`src/rtl/i2c_reg_ctrl.sv`:
```
// Register-file front end for an I2C slave: the first byte after START sets the pointer,
// later bytes write registers with auto-increment, and reads stream from the pointer.
module i2c_reg_ctrl #(
  parameter int             NUM_REGS = 16,
  parameter logic [7:0]     ID_VALUE = 8'hA5
) (
  input  logic                    clk,
  input  logic                    rst,
  input  logic                    xfer_start,
  input  logic                    xfer_stop,
  input  logic [7:0]              wr_byte,
  input  logic                    wr_valid,
  output logic [7:0]              rd_byte,
  output logic                    rd_valid,
  input  logic                    rd_ready,
  input  logic                    host_we,
  input  logic [3:0]              host_addr,
  input  logic [7:0]              host_wdata,
  output logic                    host_gnt,
  output logic [NUM_REGS*8-1:0]   regs_q,
  output logic                    wr_done
);

  typedef enum logic [1:0] {IDLE, PTR, WRITE, READ} state_t;

  state_t                      state, state_nxt;
  logic [3:0]                  ptr, ptr_nxt;
  logic [NUM_REGS-2:0][7:0]    regs;
  logic                        wr_flag;
  logic                        ptr_load, i2c_wr, rd_fire, stop_act;
  logic                        reg_we;
  logic [3:0]                  wr_addr;
  logic [7:0]                  wr_data;

  // START pre-empts everything else in its cycle, including a coincident byte.
  assign ptr_load = !xfer_start && (state == PTR) && wr_valid;
  assign i2c_wr   = !xfer_start && (state == WRITE) && wr_valid;
  assign rd_fire  = !xfer_start && (state != IDLE) && rd_valid && rd_ready && !ptr_load && !i2c_wr;
  assign stop_act = !xfer_start && xfer_stop && (state != IDLE);

  assign host_gnt = host_we && !i2c_wr && !rst;
  assign reg_we   = i2c_wr || host_gnt;
  assign wr_addr  = i2c_wr ? ptr : host_addr;
  assign wr_data  = i2c_wr ? wr_byte : host_wdata;

  assign regs_q   = {ID_VALUE, regs};

  always_comb begin
    ptr_nxt = ptr;
    if (ptr_load)
      ptr_nxt = wr_byte[3:0];
    else if (i2c_wr || rd_fire)
      ptr_nxt = ptr + 4'd1;
  end

  // A byte coincident with STOP is handled first, so STOP only overrides the state.
  always_comb begin
    state_nxt = state;
    if (xfer_start)
      state_nxt = PTR;
    else if (stop_act)
      state_nxt = IDLE;
    else if (ptr_load)
      state_nxt = WRITE;
    else if (rd_fire)
      state_nxt = READ;
  end

  always_ff @(posedge clk or posedge rst) begin
    if (rst) begin
      state    <= IDLE;
      ptr      <= 4'd0;
      rd_byte  <= 8'h00;
      rd_valid <= 1'b0;
      wr_done  <= 1'b0;
      wr_flag  <= 1'b0;
    end else begin
      state    <= state_nxt;
      ptr      <= ptr_nxt;
      rd_byte  <= regs_q[{ptr, 3'b000} +: 8];
      // rd_byte lags ptr by a cycle, so it is stale right after ptr moves.
      rd_valid <= (state_nxt != IDLE) && (ptr_nxt == ptr);
      wr_done  <= stop_act && (wr_flag || i2c_wr);
      if (xfer_start || stop_act)
        wr_flag <= 1'b0;
      else if (i2c_wr)
        wr_flag <= 1'b1;
    end
  end

  // Register 15 is the constant ID byte; writes addressed to it fall through the loop.
  always_ff @(posedge clk or posedge rst) begin
    if (rst) begin
      regs <= '0;
    end else if (reg_we) begin
      for (int k = 0; k < NUM_REGS-1; k++)
        if (wr_addr == k[3:0])
          regs[k] <= wr_data;
    end
  end

endmodule

```
`config.mk`:
```
export PLATFORM = sky130hd
export DESIGN_NAME = i2c_reg_ctrl
export DESIGN_NICKNAME = d
export VERILOG_FILES = /design/src/rtl/i2c_reg_ctrl.sv
export SDC_FILE = /design/constraint.sdc
export NUM_CORES = 1
export LEC_CHECK = 0
export BUFFER_PORTS_ARGS = -buffer_cell sky130_fd_sc_hd__buf_4
export CAP_MARGIN = 5
export CORE_MARGIN = 3
export CORE_UTILIZATION = 60
export CTS_BUF_LIST = sky130_fd_sc_hd__clkbuf_2
export DETAILED_ROUTE_END_ITERATION = 8
export PLACE_DENSITY = 0.88
export SLEW_MARGIN = 30
export SYNTH_ARGS = -nofsm -noshare
export SYNTH_HDL_FRONTEND = slang
export SYNTH_SLANG_ARGS = --single-unit
```
`constraint.sdc`:
```
create_clock -name clk -period 13.23 [get_ports clk]
set_input_delay 2.646 -clock clk [delete_from_list [all_inputs] [get_ports clk]]
set_output_delay 2.646 -clock clk [all_outputs]
set_load 0.05 [all_outputs]
```
Word-level counts from Yosys, hierarchy flattened
Index checks and enable logic that the tools add are counted.
W data, S select, Z words.
Storage, ports and cells
  bits in registers: 137
  latch bits: 0
  memories: 0
  input bits: 27
  output and inout bits: 139
  logic and storage cells: 92
  bits in read-only memories: 0
  RAM bits: 0
Cells by class
  bitwise gates (word level): 0
  reductions and logical operators: 42
  shift operators: 1
  divide/modulo/power cells: 0
  order comparisons: 0
  multiply operators: 0
  multiplexer cells: 10
  add/subtract/negate cells: 1
  equality and inequality tests: 17
Operators by type and width (number)
  $shiftx A128 B8 Y8: 1
  $reduce_and A2 Y1: 15
  $eq A4 B4 Y1 const B: 7
  $eq A4 B3 Y1 const B: 4
  $logic_and A1 B1 Y1: 15
  $mux W4: 3
  $eq A4 B2 Y1 const B: 2
  $mux W2: 4
  $mux W8: 1
  $reduce_bool A2 Y1: 3
  $add A4 B1 Y4 const B: 1
  $eq A4 B1 Y1 const B: 1
  $eq A4 B4 Y1: 1
  $logic_not A1 Y1: 4
  $logic_not A4 Y1: 1
  $logic_or A1 B1 Y1: 4
  $eq A2 B1 Y1 const B: 1
  $eq A2 B2 Y1 const B: 1
  $mux W1: 2

Depth between registers and ports, before layout
Gate-level depths: netlist (run 1).
  depth in word-level cells: 12
  depth in mapped cells: 8
  depth with buffers taken out: 5

Least setup slack after synthesis (run 1)
Ideal clock, no wire load.
  kind: input port to output port
  start point: input port xfer_start
  end point: output port host_gnt
  slack: 6759 ps
  data arrival time: 3825 ps
  path buffers: 2
  data required time: 10584 ps
  stages on the path: 4
  cells stage by stage: buf_4 and4bb_4 buf_6 nor2_1
On the way
  longest elaborated chain between the ends: 6
RTL lines
  start, declared: RTL line 9  | input logic xfer_start,
  $logic_not A1 Y1: RTL line 37  | assign i2c_wr = !xfer_start && (state == WRITE) && wr_valid;
  $logic_and A1 B1 Y1 (2 in a row): RTL line 37
  $logic_not A1 Y1: RTL line 41  | assign host_gnt = host_we && !i2c_wr && !rst;
  $logic_and A1 B1 Y1 (2 in a row): RTL line 41
  end, declared: RTL line 19  | output logic host_gnt,
Every way passes these cells.

Worst setup path after layout (run 1)
Ends and elaborated chain as after synthesis.

==> impl_metrics.py, run 1 <==
metrics = {
    "job": {
        "max_cap_violations": 0,
    },
    "sta": {
        "final_max_slew_viol_count": 0,
        "finClkSkew_ns": 0.0236,
        "setup_repair_after_global_routing_missed_its_margin": "no",
        "period_share": 0.471,
        "final_hold_viol_count": 0,
        "timing.max_slew.rel_slack": 0.498,
        "layout_min_cycle_time_ns": 6.24,
        "finalSetupViolations": 0,
        "finalSetupTns_ns": 0,
        "fin_hold_ws_ns": 0.554,
        "worst_slew_pin_slew_ns": 0.753,
        "fmax_ghz": 0.160,
    },
    "layout": {
        "area.growth.synth_to_final_pct": 19.7,
        "layout_commonest_cell": "sky130_fd_sc_hd__buf_4",
        "n_antenna_cell": 0,
        "layout.nets": 668,
        "layout-drive-gt1-share": 0.552,
        "final_cell_mix": "162 x sky130_fd_sc_hd__buf_4, 135 x sky130_fd_sc_hd__dfrtp_1, 119 x sky130_fd_sc_hd__mux2_2",
    },
    "floorplanning": {
        "core_um2": 10900,
        "initial_utilization": 0.621,
        "die-area_um2": 12600,
        "boundaryPins": 166,
        "placement_rows": 38,
        "die_height_um": 112,
        "dieWidth_um": 112,
    },
    "clock_tree": {
        "htree_num_levels": 4,
        "tritoncts_num_sinks": 137,
        "clk_root_buffer_cell": "sky130_fd_sc_hd__clkbuf_2",
        "worst_setup_hold_path_clk_slew_ns": 0.19,
        "cts_buffer_depth": 2,
        "post_cts_resized": 0,
        "cts.repair_timing.setup_buffer_count": 0,
        "cts-hold-fix-buffers": 0,
        "cts_made_buffers": 17,
        "tritoncts": "yes",
        "clkLatencyLatePin_ns": 0.69,
    },
    "route": {
        "post-route-drc-count": 0,
        "totalWireLength_um": 18200,
        "drt_iter0_markers": 399,
        "wl_per_cell_um": 23.1,
        "drt_pass1_iterations": 5,
        "ant_nets": 0,
        "post_drt_via_cell_ratio": 6.13,
        "routed-via-count": 4837,
    },
    "pwr": {
        "max-vdd-ir-drop_mv": 0.122,
        "power.density_nw_per_um2": 205,
        "power.static_leakage_uw": 0.00384,
    },
    "synthesis": {
        "synth.yosys.warnings": 0,
        "synthCells": 489,
        "synthArstFlopShare": 1.00,
        "synthFlopType": "sky130_fd_sc_hd__dfrtp_1",
        "yosysUniqueCellTypes": 53,
        "ys_seq_area_frac": 0.505,
        "yosys_register_bits": 137,
        "number_of_enable_type_register_cells_in_the_synthesized_netlist": 0,
        "synthesis.area_um2": 6800,
        "synth.avg_cell_area_um2": 13.9,
    },
    "hold_path": {
        "min-delay-path-class": "reg2reg",
        "hold_end": "regs_q[17]$_DFFE_PP0P_",
        "worstHoldStart": "regs_q[17]$_DFFE_PP0P_",
        "holdPathStages": 1,
    },
    "place": {
        "gp_congestion": 0.924,
        "dp_hpwl_um": 13000,
        "numPortBuffers": 157,
    },
    "worst_setup_path": {
        "critPathArrivalTime_ns": 3.59,
        "regToRegSetupSlack_ns": 10.37,
        "critical_path.max_fanout": 15,
        "regToRegEndpoint": "regs_q[75]$_DFFE_PP0P_",
        "crit_path_kind": "in2out",
        "worst-endpoint-required_ns": 10.58,
        "worstRegToRegCells": 4,
        "start_kind": "primary input",
        "crit_path_end_kind": "primary output",
        "rr_startpoint": "ptr[0]$_DFF_PP0_",
    },
    "grt": {
        "pin_count_of_the_biggest_net_entering_global_routing": 88,
        "grt_usage": 0.291,
        "vias_in_the_first_global_route": 4889,
        "grt_first_pass_wirelength_um": 27900,
        "antenna_found_initial": 0,
        "global_route_overflow": 0,
    },
    "run_status": {
        "outcome": "complete, no violations",
    },
}
## flip-flops by register name, summed over array words and instances (netlist names)
signal and count:
ptr 4, regs_q 120, state 2, wr_done 1, rd_byte 8, rd_valid 1
wr_flag 1
## synth_stat cells (5+ instances only)
cell type | number | share of area
sky130_fd_sc_hd__buf_2 | 6 | 0.0044
sky130_fd_sc_hd__nor2_1 | 13 | 0.0072
sky130_fd_sc_hd__mux2i_1 | 12 | 0.018
sky130_fd_sc_hd__buf_4 | 13 | 0.014
sky130_fd_sc_hd__nand2_1 | 40 | 0.022
sky130_fd_sc_hd__nand2b_1 | 5 | 0.0046
sky130_fd_sc_hd__a211oi_1 | 6 | 0.0066
sky130_fd_sc_hd__a21oi_1 | 10 | 0.0074
sky130_fd_sc_hd__nor2b_1 | 10 | 0.0092
sky130_fd_sc_hd__dfrtp_1 | 137 | 0.50
sky130_fd_sc_hd__o21ai_0 | 9 | 0.0066
sky130_fd_sc_hd__mux4_2 | 25 | 0.083
sky130_fd_sc_hd__mux2_2 | 119 | 0.20
sky130_fd_sc_hd__clkbuf_1 | 10 | 0.0055
## metrics by stage
stage	std cells	setup slack (ns)	power, uW	instance area [um^2]	utilization
6_report	789	6.99	1670	8130	0.744
5_1_grt	789	6.98	1740	8130	0.744
4_1_cts	789	7.00	1670	8130	0.744
3_5_place_dp	761	7.00	1490	8000	0.731
3_3_place_gp	761	7.01	1470	7990	0.731
2_1_floorplan	495	6.76	1230	6820	-
## area by class of cell
class                           count  area [um^2]
Sequential cell                   137         3430
Multi-Input combinational cell    317         3150
Fill cell                         748         2800
Timing Repair Buffer              162         1220
Tap cell                          140          175
Clock buffer                       21          105
Clock inverter                      7         32.5
Inverter                            5         23.8
## how the worst max path moves through the flow
| stage | startpoint | to | slack, ns | depth (start not counted) |
|---|---|---|---|---|
| after global routing | xfer_start | host_gnt | 6.98 | 4 |
| after floorplan | xfer_start | host_gnt | 6.76 | 4 |
| after detailed placement | xfer_start | host_gnt | 7.00 | 4 |
| final | xfer_start | host_gnt | 6.99 | 4 |
| after CTS | xfer_start | host_gnt | 7.00 | 4 |
| after global placement | xfer_start | host_gnt | 7.01 | 4 |
## critical path, cell delays in order
cell and delay (ns):
sky130_fd_sc_hd__buf_4 0.15, sky130_fd_sc_hd__and4bb_4 0.52, sky130_fd_sc_hd__nor2_1 0.07, sky130_fd_sc_hd__buf_4 0.19
## report_power, final
group	switching [uW]	internal [uW]
logic	561	308
registers	96.6	519
clock network	138	44.9
total	796	872
## cells by family (layout without fill, tap and decap cells)
logic type / Yosys count / count (layout) / share of synthesized area
AOI/OAI and AO/OA: 53 / 53 / 0.0748
xor gates and xnor gates: 7 / 7 / 0.00902
adders and majority gates: 1 / 1 / 0.00184
buffers and inverters: 41 / 195 / 0.0354
DFF: 137 / 137 / 0.505
muxes: 157 / 157 / 0.299
other: 2 / 8 / 0.00111
and+or+nand+nor: 91 / 91 / 0.0740
## per-layer routing
layer | track usage | vias up | wire length (um)
met5 | 0 | - | 0
met4 | 0.101 | 0 | 431
met3 | 0.0911 | 42 | 1740
met2 | 0.465 | 247 | 8890
met1 | 0.380 | 2465 | 7170
li1 | - | 2083 | -
(Power assumes the default switching activity.)
==> inputs of run 2 (changes only) <==
- ABC_AREA: default -> 1
- CORE_UTILIZATION: 60 -> 55
- PLACE_DENSITY: 0.88 -> 0.83
- clock period: 13.23 -> 5.91 ns (I/O delays scaled with it)
==> impl_metrics.py, run 2 <==
metrics = {
    "run_status": {
        "outcome": "complete, no violations",
    },
    "synthesis": {
        "synthesis.area_um2": 6310,
        "yosys.area.top_type": "sky130_fd_sc_hd__dfrtp_1",
        "yosysUniqueCellTypes": 36,
        "netlist_top_cells_area": "sky130_fd_sc_hd__dfrtp_1 54%, sky130_fd_sc_hd__nand2_1 11%, sky130_fd_sc_hd__o21ai_1 10%, sky130_fd_sc_hd__o21ai_0 3.5%, sky130_fd_sc_hd__nor2_1 2.6%",
        "synthFlopType": "sky130_fd_sc_hd__dfrtp_1",
        "synth.avg_cell_area_um2": 8.67,
        "yosys_register_bits": 137,
        "synthArstFlopShare": 1.00,
        "synth.yosys.warnings": 0,
        "ys_seq_area_frac": 0.543,
        "number_of_enable_type_register_cells_in_the_synthesized_netlist": 0,
        "synthMostInstantiatedCell": "sky130_fd_sc_hd__nand2_1",
        "synthCells": 728,
        "synth_top_area_share": 0.543,
        "ys_top_cells_by_count": "190 x sky130_fd_sc_hd__nand2_1, 137 x sky130_fd_sc_hd__dfrtp_1, 130 x sky130_fd_sc_hd__o21ai_1",
    },
    "layout": {
        "layout.filler_cells": 847,
        "layout_commonest_cell": "sky130_fd_sc_hd__nand2_1",
        "final_cell_mix": "190 x sky130_fd_sc_hd__nand2_1, 165 x sky130_fd_sc_hd__buf_4, 137 x sky130_fd_sc_hd__dfrtp_1",
        "layout-drive-gt1-share": 0.263,
        "stdcell_count": 1018,
        "n_antenna_cell": 0,
        "largest_register_ffs": 120,
        "area.growth.synth_to_final_pct": 23.1,
        "layout.nets": 894,
    },
    "grt": {
        "vias_in_the_first_global_route": 5898,
        "grt_first_pass_wirelength_um": 31900,
        "global_route_overflow": 0,
        "pin_count_of_the_biggest_net_entering_global_routing": 89,
        "antenna_found_initial": 0,
        "grt_usage": 0.323,
    },
    "pwr": {
        "power_frac_seq": 0.350,
        "share_clk_of_total_power": 0.142,
        "internal_power_uw": 1930,
        "max-vdd-ir-drop_mv": 0.289,
        "combPwrFrac": 0.508,
        "net-switching-power_uw": 1990,
        "power.share.switching": 0.507,
        "power.static_leakage_uw": 0.00384,
        "power.density_nw_per_um2": 505,
    },
    "sta": {
        "finClkSkew_ns": 0.0199,
        "period_share": 0.576,
        "finalSetupTns_ns": 0,
        "timing.max_slew.rel_slack": 0.349,
        "finalSetupViolations": 0,
        "fmax_ghz": 0.294,
        "worst_slew_pin_slew_ns": 0.975,
        "layout_min_cycle_time_ns": 3.41,
        "setup_repair_after_global_routing_missed_its_margin": "no",
        "final_hold_viol_count": 0,
        "final_max_slew_viol_count": 0,
    },
    "floorplanning": {
        "boundaryPins": 166,
        "die_height_um": 113,
        "core_um2": 11000,
        "die-area_um2": 12800,
        "initial_utilization": 0.572,
        "placement_rows": 38,
        "dieWidth_um": 113,
    },
    "worst_setup_path": {
        "rr_startpoint": "ptr[0]$_DFF_PP0_",
        "regToRegEndpoint": "rd_byte[6]$_DFF_PP0_",
        "crit_start": "wr_valid",
        "worstRegToRegCells": 8,
        "crit_path_kind": "in2out",
        "crit_path_end_kind": "primary output",
        "critical_path.max_fanout": 18,
        "worst-endpoint-required_ns": 4.73,
        "start_kind": "primary input",
        "critPathArrivalTime_ns": 2.22,
        "regToRegSetupSlack_ns": 3.26,
    },
    "route": {
        "post-route-drc-count": 0,
        "drt_iter0_markers": 690,
        "ant_nets": 0,
        "wl_per_cell_um": 19.7,
        "totalWireLength_um": 20100,
        "drt_pass1_iterations": 5,
        "post_drt_via_cell_ratio": 6.04,
        "routed-via-count": 6149,
    },
    "place": {
        "placed_cells": 987,
        "gp_congestion": 0.929,
        "dp_hpwl_um": 13600,
        "numPortBuffers": 157,
    },
    "clock_tree": {
        "clk_root_buffer_cell": "sky130_fd_sc_hd__clkbuf_2",
        "htree_num_levels": 4,
        "cts-hold-fix-buffers": 0,
        "cts.repair_timing.setup_buffer_count": 0,
        "worst_setup_hold_path_clk_slew_ns": 0.18,
        "cts_buffer_depth": 2,
        "post_cts_resized": 0,
        "tritoncts": "yes",
        "tritoncts_num_sinks": 137,
        "clkLatencyLatePin_ns": 0.72,
        "cts_made_buffers": 17,
    },
    "hold_path": {
        "holdPathStages": 2,
        "hold_end": "wr_flag$_DFFE_PP0P_",
        "worstHoldStart": "wr_flag$_DFFE_PP0P_",
        "min-delay-path-class": "reg2reg",
    },
    "job": {
        "max_cap_violations": 0,
    },
}
## run 2: changes by cell type in the layout (fill, tap and decap cells not counted), sizes merged, moves of 11 or more
cell / previous run / this run
inv: 4 / 21
nor2: 13 / 52
o21ai: 11 / 177
mux4: 25 / 0
o211ai: 0 / 14
nor2b: 11 / 0
nand2: 40 / 205
mux2: 120 / 0
nand3: 5 / 20
a221oi: 0 / 12
## run 2: routing by layer
layer  track usage  wire length [um]  up-vias
met3        0.0701              2050       74
li1              -                 -     2734
met1         0.440              7780     2929
met4         0.151               827        0
met2         0.498              9450      412
met5             0                 0        -
## run 2: worst max-delay path: stages
cell and delay (ns):
sky130_fd_sc_hd__buf_4 0.11, sky130_fd_sc_hd__inv_1 0.05, sky130_fd_sc_hd__nor2_2 0.05, sky130_fd_sc_hd__nand2_4 0.26, sky130_fd_sc_hd__inv_2 0.13, sky130_fd_sc_hd__nor3_1 0.19, sky130_fd_sc_hd__buf_4 0.24
## run 2: worst max path at each step
| stage | endpoint | slack (ns) | cells after the start |
|---|---|---|---|
| final | host_gnt | 2.50 | 7 |
| after global routing | host_gnt | 2.42 | 7 |
| after floorplan | ptr[0]$_DFF_PP0_ | 1.06 | 1 |
| after detailed placement | host_gnt | 2.51 | 7 |
| after global placement | host_gnt | 2.59 | 7 |
| after CTS | host_gnt | 2.51 | 7 |
## run 2: area by class of cell
class / count / area (um^2) / share of cell area
Multi-Input combinational cell: 523 / 2610 / 0.336
Clock inverter: 12 / 133 / 0.0171
Timing Repair Buffer: 165 / 1240 / 0.160
Inverter: 22 / 87.6 / 0.0113
Sequential cell: 137 / 3430 / 0.442
Clock buffer: 19 / 95.1 / 0.0122
Tap cell: 140 / 175 / 0.0226
## run 2: cell families after synthesis
| kind of cell | count (synthesis) | share of synthesized area |
|---|---|---|
| simple gates | 282 | 0.189 |
| compound gates | 223 | 0.198 |
| buf+inv | 74 | 0.0529 |
| other cells | 2 | 0.00119 |
| flops | 137 | 0.543 |
| fa+ha+maj | 1 | 0.00198 |
| mux | 6 | 0.00952 |
| xor+xnor | 3 | 0.00416 |
## run 2: power groups by stage
stage	Combinational [uW]	Clock, uW	Sequential [uW]
2_1_floorplan	671	0	2030
4_1_cts	1980	560	1360
6_report	1990	558	1370
3_5_place_dp	1970	0	1380
5_1_grt	2120	603	1400
3_3_place_gp	1940	0	1370
## run 2: per-stage QoR
step | total power (uW) | hold WS [ns] | utilization | worst slack (ns) | instance area, um^2
floorplan | 2700 | 0.481 | - | 1.06 | 6330
global placement | 3310 | 0.501 | 0.681 | 2.59 | 7510
detailed placement | 3360 | 0.506 | 0.682 | 2.51 | 7520
CTS | 3900 | 0.520 | 0.702 | 2.51 | 7750
global route | 4120 | 0.549 | 0.704 | 2.42 | 7760
finish | 3920 | 0.534 | 0.704 | 2.50 | 7760
